==> src/rtl/if_fetch_buf_if.sv <==
// if_fetch_buf_if
//   Bundles the fetch stage's external signals: the EX redirect request, the
//   synchronous-read IMEM port and the valid/ready head-of-buffer port to decode.
//   master : the fetch stage itself (drives imem_*, out_valid, pc_present, inst, fbuf_count)
//   slave  : the surrounding pipeline / IMEM (drives branch_*, imem_rdata, out_ready)
// Parameters
//   XLEN        PC/address width
//   FBUF_DEPTH  fetch-buffer entries; sets the width of fbuf_count
interface if_fetch_buf_if #(
  parameter int XLEN       = 32,
  parameter int FBUF_DEPTH = 4
);
  logic                          branch_sel;
  logic [XLEN-1:0]               branch_inp;
  logic                          imem_req;
  logic [XLEN-1:0]               imem_addr;
  logic [31:0]                   imem_rdata;
  logic                          out_valid;
  logic                          out_ready;
  logic [XLEN-1:0]               pc_present;
  logic [31:0]                   inst;
  logic [$clog2(FBUF_DEPTH):0]   fbuf_count;

  modport master (
    input  branch_sel, branch_inp, imem_rdata, out_ready,
    output imem_req, imem_addr, out_valid, pc_present, inst, fbuf_count
  );

  modport slave (
    output branch_sel, branch_inp, imem_rdata, out_ready,
    input  imem_req, imem_addr, out_valid, pc_present, inst, fbuf_count
  );
endinterface

==> src/rtl/if_fetch_buf.sv <==
// if_fetch_buf
//   Instruction-fetch stage: fetch PC register with +4 increment, redirect mux,
//   one-word-per-cycle synchronous IMEM read port and a FBUF_DEPTH-entry FIFO of
//   {pc, inst} that decouples fetch from decode stalls.
// Ports
//   clk    rising-edge clock
//   reset  synchronous, active-low reset
//   bus    if_fetch_buf_if.master
//            branch_sel/branch_inp  redirect request and target from EX
//            imem_req/imem_addr     IMEM read strobe and address
//            imem_rdata             IMEM data, valid one cycle after imem_req
//            out_valid/out_ready    head handshake towards decode
//            pc_present/inst        head entry (registered)
//            fbuf_count             occupied entries
module if_fetch_buf #(
  parameter int              XLEN         = 32,
  parameter logic [XLEN-1:0] RESET_VECTOR = '0,
  parameter int              FBUF_DEPTH   = 4
) (
  input  logic            clk,
  input  logic            reset,
  if_fetch_buf_if.master  bus
);

  localparam int AW = $clog2(FBUF_DEPTH);
  localparam int CW = AW + 1;

  logic [XLEN-1:0] fetch_pc;
  logic            inflight;
  logic [XLEN-1:0] inflight_pc;

  logic [XLEN-1:0] pc_mem   [FBUF_DEPTH];
  logic [31:0]     inst_mem [FBUF_DEPTH];
  logic [AW-1:0]   head_ptr;
  logic [AW-1:0]   tail_ptr;
  logic [CW-1:0]   count;

  logic [XLEN-1:0] head_pc;
  logic [31:0]     head_inst;

  logic            out_valid;
  logic            pop;
  logic            push;
  logic            issue;
  logic [CW:0]     occupancy;
  logic [CW-1:0]   count_after_pop;
  logic [AW-1:0]   next_head_ptr;

  // Handshake and issue decision. Occupancy counts the in-flight word as already
  // buffered so a returning response always has a free slot to land in.
  always_comb begin
    out_valid       = (count != '0) && !bus.branch_sel;
    pop             = out_valid && bus.out_ready;
    push            = inflight && !bus.branch_sel;
    occupancy       = {1'b0, count} + (CW+1)'(inflight) - (CW+1)'(pop);
    issue           = reset && !bus.branch_sel && (occupancy < (CW+1)'(FBUF_DEPTH));
    count_after_pop = count - CW'(pop);
    next_head_ptr   = head_ptr + AW'(pop);
  end

  // Fetch PC, in-flight tracking and FIFO pointers. A redirect discards both the
  // buffered entries and the response that returns this cycle.
  always_ff @(posedge clk) begin
    if (!reset) begin
      fetch_pc    <= RESET_VECTOR;
      inflight    <= 1'b0;
      inflight_pc <= '0;
      head_ptr    <= '0;
      tail_ptr    <= '0;
      count       <= '0;
    end else if (bus.branch_sel) begin
      fetch_pc <= bus.branch_inp & ~(XLEN'(3));
      inflight <= 1'b0;
      head_ptr <= '0;
      tail_ptr <= '0;
      count    <= '0;
    end else begin
      if (issue) begin
        fetch_pc    <= fetch_pc + XLEN'(4);
        inflight_pc <= fetch_pc;
      end
      inflight <= issue;
      if (push) begin
        tail_ptr <= tail_ptr + AW'(1);
      end
      head_ptr <= next_head_ptr;
      count    <= count_after_pop + CW'(push);
    end
  end

  // Buffer storage needs no reset; validity is tracked by count.
  always_ff @(posedge clk) begin
    if (reset && push) begin
      pc_mem[tail_ptr]   <= inflight_pc;
      inst_mem[tail_ptr] <= bus.imem_rdata;
    end
  end

  // Registered head: preload whatever will sit at the head after this edge. If the
  // buffer drains to empty and the incoming word is the only entry, it bypasses
  // storage straight into the head register. An empty buffer holds the last value.
  always_ff @(posedge clk) begin
    if (!reset) begin
      head_pc   <= '0;
      head_inst <= '0;
    end else if (!bus.branch_sel) begin
      if (count_after_pop != '0) begin
        head_pc   <= pc_mem[next_head_ptr];
        head_inst <= inst_mem[next_head_ptr];
      end else if (push) begin
        head_pc   <= inflight_pc;
        head_inst <= bus.imem_rdata;
      end
    end
  end

  assign bus.imem_req   = issue;
  assign bus.imem_addr  = fetch_pc;
  assign bus.out_valid  = out_valid;
  assign bus.pc_present = head_pc;
  assign bus.inst       = head_inst;
  assign bus.fbuf_count = count;

endmodule

==> src/flat_wrapper.sv <==
// flat-port wrapper written by rule: the top's interface ports become plain ports
module if_fetch_buf_flat 
#(
  parameter int              XLEN         = 32,
  parameter logic [XLEN-1:0] RESET_VECTOR = '0,
  parameter int              FBUF_DEPTH   = 4
)
  (clk, reset, bus_branch_sel, bus_branch_inp, bus_imem_rdata, bus_out_ready, bus_imem_req, bus_imem_addr, bus_out_valid, bus_pc_present, bus_inst, bus_fbuf_count);
  if_fetch_buf_if #(.XLEN(XLEN), .FBUF_DEPTH(FBUF_DEPTH)) bus_i ();
  input  logic clk;
  input  logic reset;
  input wire logic [$bits(bus_i.branch_sel)-1:0] bus_branch_sel;
  input wire logic [$bits(bus_i.branch_inp)-1:0] bus_branch_inp;
  input wire logic [$bits(bus_i.imem_rdata)-1:0] bus_imem_rdata;
  input wire logic [$bits(bus_i.out_ready)-1:0] bus_out_ready;
  output wire logic [$bits(bus_i.imem_req)-1:0] bus_imem_req;
  output wire logic [$bits(bus_i.imem_addr)-1:0] bus_imem_addr;
  output wire logic [$bits(bus_i.out_valid)-1:0] bus_out_valid;
  output wire logic [$bits(bus_i.pc_present)-1:0] bus_pc_present;
  output wire logic [$bits(bus_i.inst)-1:0] bus_inst;
  output wire logic [$bits(bus_i.fbuf_count)-1:0] bus_fbuf_count;
  assign bus_i.branch_sel = bus_branch_sel;
  assign bus_i.branch_inp = bus_branch_inp;
  assign bus_i.imem_rdata = bus_imem_rdata;
  assign bus_i.out_ready = bus_out_ready;
  assign bus_imem_req = bus_i.imem_req;
  assign bus_imem_addr = bus_i.imem_addr;
  assign bus_out_valid = bus_i.out_valid;
  assign bus_pc_present = bus_i.pc_present;
  assign bus_inst = bus_i.inst;
  assign bus_fbuf_count = bus_i.fbuf_count;
  if_fetch_buf #(.XLEN(XLEN), .RESET_VECTOR(RESET_VECTOR), .FBUF_DEPTH(FBUF_DEPTH)) u_core (.clk(clk), .reset(reset), .bus(bus_i));
endmodule
==> config.mk <==
export PLATFORM = sky130hd
export DESIGN_NAME = if_fetch_buf_flat
export DESIGN_NICKNAME = d
export VERILOG_FILES = /design/src/rtl/if_fetch_buf_if.sv /design/src/rtl/if_fetch_buf.sv /design/src/flat_wrapper.sv
export SDC_FILE = /design/constraint.sdc
export NUM_CORES = 1
export LEC_CHECK = 0
export CAP_MARGIN = 20
export CORE_ASPECT_RATIO = 1.75
export CORE_MARGIN = 2
export CORE_UTILIZATION = 55
export DETAILED_ROUTE_END_ITERATION = 12
export HOLD_SLACK_MARGIN = 0.12
export PLACE_DENSITY = 0.88
export RECOVER_POWER = 25
export SYNTH_ARGS = -nofsm -noshare
export SYNTH_HDL_FRONTEND = slang
export SYNTH_SLANG_ARGS = --single-unit
==> constraint.sdc <==
create_clock -name clk -period 8.3 [get_ports clk]
set_clock_uncertainty 0.2 [all_clocks]
set_input_delay 1.66 -clock clk [delete_from_list [all_inputs] [get_ports clk]]
set_output_delay 1.66 -clock clk [all_outputs]
set_load 0.01 [all_outputs]
==> results of run 1 <==
## final cells by class
| class | instances | area [sq um] |
|---|---|---|
| inverters | 11 | 41.29 |
| repair buffers | 177 | 1752 |
| well taps | 324 | 405.4 |
| clock buffers | 44 | 885.9 |
| flip-flops and latches | 378 | 10050 |
| multi-input cells | 549 | 4467 |
| clock inverters | 12 | 98.84 |
| fillers | 1771 | 8890 |
## registers in the layout, summed over array words and instances, names as in the netlist
| register | count |
|---|---|
| u_core.inflight | 1 |
| u_core.bus.pc_present | 30 |
| u_core.bus.fbuf_count | 3 |
| u_core.tail_ptr | 2 |
| u_core.pc_mem | 120 |
| u_core.bus.inst | 32 |
| u_core.inst_mem | 128 |
| u_core.head_ptr | 2 |
| u_core.bus.imem_addr | 30 |
| u_core.inflight_pc | 30 |
## per-stage QoR
stage	hold slack (ps)	power, uW	utilization
detailed placement	324.9	2413	0.6276
global placement	302.7	2403	0.6276
finish	336.1	3791	0.6657
global route	346.7	3914	0.6657
CTS	336.2	3815	0.6646
floorplan	275.9	2258	-
## worst max path at each step
stage	start	end	slack [ps]
floorplan	bus_branch_sel	bus_imem_req	2820
global placement	bus_branch_sel	bus_imem_req	1730
detailed placement	bus_branch_sel	bus_imem_req	1610
CTS	bus_branch_sel	bus_imem_req	1600
global route	bus_branch_sel	bus_imem_req	1440
finish	bus_branch_sel	bus_imem_req	1610
## report_power, final
part	total [uW]	switching (uW)	internal [uW]
logic	286	144	142
registers	2090	42.9	2050
clock network	1420	640	776
## worst reg2reg max path, delay by kind of cell (launching register included)
family                   cells  cell delay (ps)
buffers and inverters        3             1010
AO/OA/AOI/OAI                3              780
AND/OR/NAND/NOR              3              610
flip-flops                   1              450
adder cells (fa/ha/maj)      2              370
XOR/XNOR                     1              320
## cell families (layout without fill, tap and decap cells)
family	after synthesis	count (layout)	share of synthesized area
compound gates	257	257	0.1014
buf+inv	89	244	0.02582
xor+xnor	30	30	0.01772
mux	92	92	0.1144
simple gates	154	154	0.05249
fa+ha+maj	12	12	0.01013
other cells	1	4	0.0002529
flops	378	378	0.6778
## layer usage
layer  global-route usage  vias to the layer above  part of all wire
met1               0.2851                     4575              0.38
met4              0.08827                        0             0.030
met3              0.02635                       63             0.055
li1                     -                     4150                 -
met2               0.4126                      362              0.53
met5                    0                        -                 0
## layout by cell type, fill, tap and decap left out, types with 2 or more instances in the layout
cell             Yosys  final
clkbuf_16            0     32
dlygate4sd3_1        0     16
and3_2               0      4
clkinvlp_4           0      2
and2_1               9      9
or4_1                2      2
a21boi_0             3      3
nor2b_1             32     32
a211oi_1             5      5
o21ai_0             94     94
clkbuf_1            46      8
nand2_1             72     72
clkdlybuf4s50_1      0    145
a21oi_1             74     73
a2111oi_0            8      8
inv_1               11     11
clkbuf_8             0      4
conb_1               1      4
nand3_1              8      8
xnor2_1             27     27
edfxtp_1           248    248
mux4_2              62     62
mux2i_1             30     30
nor2_1               5      5
xor2_1               3      2
and3_1               6      2
clkinv_2             0      6
a2111oi_2            2      2
ha_1                12     11
a22oi_1             35     35
nand4_1             10     10
a31oi_1             30     30
dfxtp_1            130    130
and4_1               4      4
buf_4                5     15
==> results.md, run 1 <==
* Die ar. at 0.02834 sq mm
* Synth cell types at 42
* Hold-critical path endpoint: u_core.pc_mem[1][10]
* Resized cells post-CTS at 0
* Initial DRC count at 876
* Actual slew at the worst max-slew pin at 964.6 ps
* CP Max Fanout at 30
* DR vias at 9,150
* CP bufs+invs at 4
* Rows at 79
* Nets@finish at 1,228
* Initial antenna violation count at 0
* Clock Pin Slew Worst Setup and Hold Paths at 70 ps
* Clock Sink Count at 378
* Mapped Area at 0.01483 sq mm
* Post-CTS Setup Inserts at 0
* Min-Delay Path Class: reg -> reg
* List of most frequent post-synthesis cells: 248 x edfxtp_1, 130 x dfxtp_1, 94 x o21ai_0
* Status: finished clean
* Worst R2R Setup Slack at 4440 ps
* CP max stage delay at 590 ps
* Global Route Usage Sum at 0.2307
* Worst VDD drop at 191.4 uV
* # placed instances at 1,438
* Die Wd at 128.1 um
* CTS tree: done
* Hold-fix buffer count after cts at 0
* Worst R2R Start: u_core.bus.fbuf_count[2]
* Yosys warns at 0
* Core area at 0.02659 sq mm
* Post-route ant nets at 0
* CP max stage cell: clkdlybuf4s50_1
* Area share of the largest cell type after synthesis at 0.5023
* Gr ovfl total at 0
* RSZ-0062 raised after global routing: no
* Slew margin rel. at 0.3569
* N_diodes at 0
* Clock Latency Late Sink at 560 ps
* Routability cong. at 0.8977
* Worst path cell trace: clkdlybuf4s50_1 > a31oi_1 > and2_1 > ha_1 > inv_1 > ha_1 > nand3b_1 > a211o_1 > buf_4 > a21oi_4 > clkdlybuf4s50_1
* Fin worst setup slack at 1606 ps
* Slew Viols, Final at 0
* IO buf count at 162
* Critical setup path kind: in -> out
* DRC Markers at 0
* Share of flip-flops with an asynchronous set or reset at 0
* F_max at 149.4 MHz
* TNS Setup at 0 ps
* Post-Route WL at 32,010 um
* Register-to-Register Path Depth at 12
* Maximum clock insertion buffer count at 3
* Largest net degree at the start of global routing at 125
* Critical path endpoint category: output pin
* Cell taking the most area after synthesis: edfxtp_1
* Htree depth at 1
* DIE HEIGHT at 221.2 um
* Crit path DAT at 4830 ps
* Reg-to-Reg End: u_core.bus.pc_present[22]
* Hold_sp: u_core.inflight_pc[10]
* Top post-synthesis cells by area: edfxtp_1 50%, dfxtp_1 18%, mux4_2 9.4%
* Top-count cell post-synth: edfxtp_1
* Initial Utilization at 0.5576
* Post-Layout Inst Area at 0.01770 sq mm
* Cells after synthesis at 1,013
* CP Launch Type: input pin
* Crit-path leading delay family: buffers and inverters
* TritonRoute pass-1 iters at 5
* Dpl ws at 1613 ps
* Total of max-cap violations at 0
* Layout Cells excl Fill at 1,495
* Syn Area/Cell at 14.64 sq um
* Pleak at 0.005909 uW
* Clk root buf: clkbuf_16
* Area Growth Syn to Fin at 19.38%
* Top FF cell, synth: edfxtp_1
* Number of global-route vias before repair at 9,483
* Area of placed instances at 0.01669 sq mm
* Final setup violation count at 0
* Via density at 6.120
* Part of the cycle the worst path needs at 0.8065
* Share of layout cells above drive strength 1 at 0.1178
* Minimum clock period at 6694 ps
* CTS buffer count at 31
* EDFF count, synth at 248
* Final Hold Fails at 0
* CP Depth at 11
* Hold Path Cell Cnt at 0
* HPWL Detailed at 18,890 um
* Top Ports at 169
* Synth Register Bits at 378
* Sequential area share after synthesis at 0.6778
* First-pass GRT wire length at 51,120 um
* Pwr/cell area at 214.2 mW/mm^2
* Required time of the worst setup path at 6440 ps
* Routed wire per std cell at 21.41 um
Power figures use the tool's default switching activity.
==> inputs of run 2 (changes only) <==
- CORE_UTILIZATION: 55 -> 50
- PLACE_DENSITY: 0.88 -> 0.85
- clock period: 8.3 -> 6.13 ns (I/O delays scaled with it)
==> run 2 against run 1 <==
  * Total power up 42%
  * First-iteration DRC count decreased by 23%
  * Routed wire length is 1.6% higher
  * Sequential share of layout area shrank 0.76 points
  * Non-clock buffer count is 2 lower
  * Largest power group unchanged
==> results.md, run 2 (same netlist as run 1, synthesis figures left out) <==
* Status: finished clean
* Die Wd at 134.2 um
* HPWL Detailed at 19,360 um
* Part of the cycle the worst path needs at 0.8923
* Routed wire per std cell at 20.87 um
* Clk root buf: clkbuf_16
* Clock Sink Count at 378
* Die ar. at 0.03110 sq mm
* Clock Latency Late Sink at 520 ps
* Initial antenna violation count at 2
* Post-CTS Setup Inserts at 0
* Critical setup path kind: in -> out
* Routability cong. at 0.8520
* RSZ-0062 raised after global routing: no
* Grt met3 use at 0.03362
* F_max at 182.8 MHz
* Pwr/cell area at 301.0 mW/mm^2
* Busiest grt layer: met2
* GR Util met1 at 0.2444
* Gr ovfl total at 0
* Reg-to-Reg End: u_core.bus.imem_addr[31]
* CP startpoint: bus_branch_sel
* Number of global-route vias before repair at 9,547
* Worst R2R Setup Slack at 2440 ps
* DIE HEIGHT at 231.8 um
* IO buf count at 162
* Slew margin rel. at 0.3193
* Actual slew at the worst max-slew pin at 1021 ps
* Largest net degree at the start of global routing at 107
* First-pass GRT wire length at 50,920 um
* CTS buffer count at 34
* Pleak at 0.005973 uW
* DRC Markers at 0
* Rows at 83
* Maximum clock insertion buffer count at 3
* Initial Utilization at 0.5063
* Post-route ant nets at 0
* Final setup violation count at 0
* Crit path DAT at 4040 ps
* Via density at 5.842
* Hold-fix buffer count after cts at 0
* Register-to-Register Path Depth at 12
* Min-Delay Path Class: reg -> reg
* Initial DRC count at 671
* Worst VDD drop at 226.6 uV
* Top Ports at 169
* Critical path endpoint category: output pin
* Total of max-cap violations at 0
* Share of layout cells above drive strength 1 at 0.1218
* Resized cells post-CTS at 0
* TritonRoute pass-1 iters at 5
* Hold_sp: u_core.inflight_pc[19]
* DR vias at 9,102
* Hold Path Cell Cnt at 0
* Core area at 0.02929 sq mm
* Global Route Usage Sum at 0.2101
* Met2 usage at 0.3796
* Worst R2R Start: u_core.bus.fbuf_count[2]
* Total power at 5399 uW
* CP Launch Type: input pin
* Core Util, Final at 0.6125
* Most frequent cells in the layout: 248 x edfxtp_1, 146 x clkdlybuf4s50_1, 130 x dfxtp_1
* Htree depth at 2
* Most common cell after layout, fill and taps aside: edfxtp_1
* Slew Viols, Final at 0
* Post-Route WL at 32,520 um
* Nets@finish at 1,229
* Area Growth Syn to Fin at 20.99%
* Max reg flops at 128
* Largest Register: u_core.inst_mem
* CTS tree: done
* Required time of the worst setup path at 4700 ps
* TNS Setup at 0 ps
* Hold-critical path endpoint: u_core.pc_mem[3][19]
* Final Hold Fails at 0
* Clock Pin Slew Worst Setup and Hold Paths at 70 ps
* CP Max Fanout at 4
* Minimum clock period at 5470 ps
## run 2: power by group
part / leakage, uW / internal [uW] / switching (uW)
logic: 0.00191 / 192 / 196
registers: 0.00349 / 2770 / 57.7
clock network: 0.000565 / 1260 / 924
## run 2: worst max-delay path, stage by stage
cell and delay [ps]:
clkdlybuf4s50_1 470, a31oi_1 220, and2_1 230, ha_1 200, inv_1 60, ha_1 340
nand3b_1 120, a211o_1 380, a21oi_4 220, clkdlybuf4s50_1 570
## run 2: area by class of cell
class,instances,area [sq um]
fill,2163,11350
sequential,378,10050
multi-input combinational,549,4482
timing repair buffer,175,1742
clock buffer,42,932.1
tap,382,478.0
clock inverter,19,209.0
inverter,11,41.29
antenna,2,5.005
## run 2: metrics by stage
step / worst slack, ps / area (sq um) / cells / hold slack [ps]
finish: 660.3 / 17940 / 1558 / 322.8
global route: 532.4 / 17940 / 1557 / 346.3
CTS: 650.9 / 17930 / 1556 / 325.2
detailed placement: 654.7 / 16790 / 1495 / 315.2
global placement: 746.0 / 16770 / 1494 / 303.8
floorplan: 1522 / 14840 / 1016 / 275.9
## run 2: how the worst max path moves through the flow
stage / slack, ps / to
floorplan: 1520 / bus_imem_req
global placement: 750 / bus_imem_req
detailed placement: 650 / bus_imem_req
CTS: 650 / bus_imem_req
global route: 530 / bus_imem_req
finish: 660 / bus_imem_req
## run 2: routing by layer
layer  share of wire  up-vias
met4           0.036        0
met1            0.39     4544
met3           0.052       79
li1                -     4158
met2            0.53      321
met5               0        -
==> inputs of run 3 (changes only) <==
- SLEW_MARGIN: unset -> 15
==> results of run 3 <==
No change in the layout: final DEF, timing and power equal those of run 2.
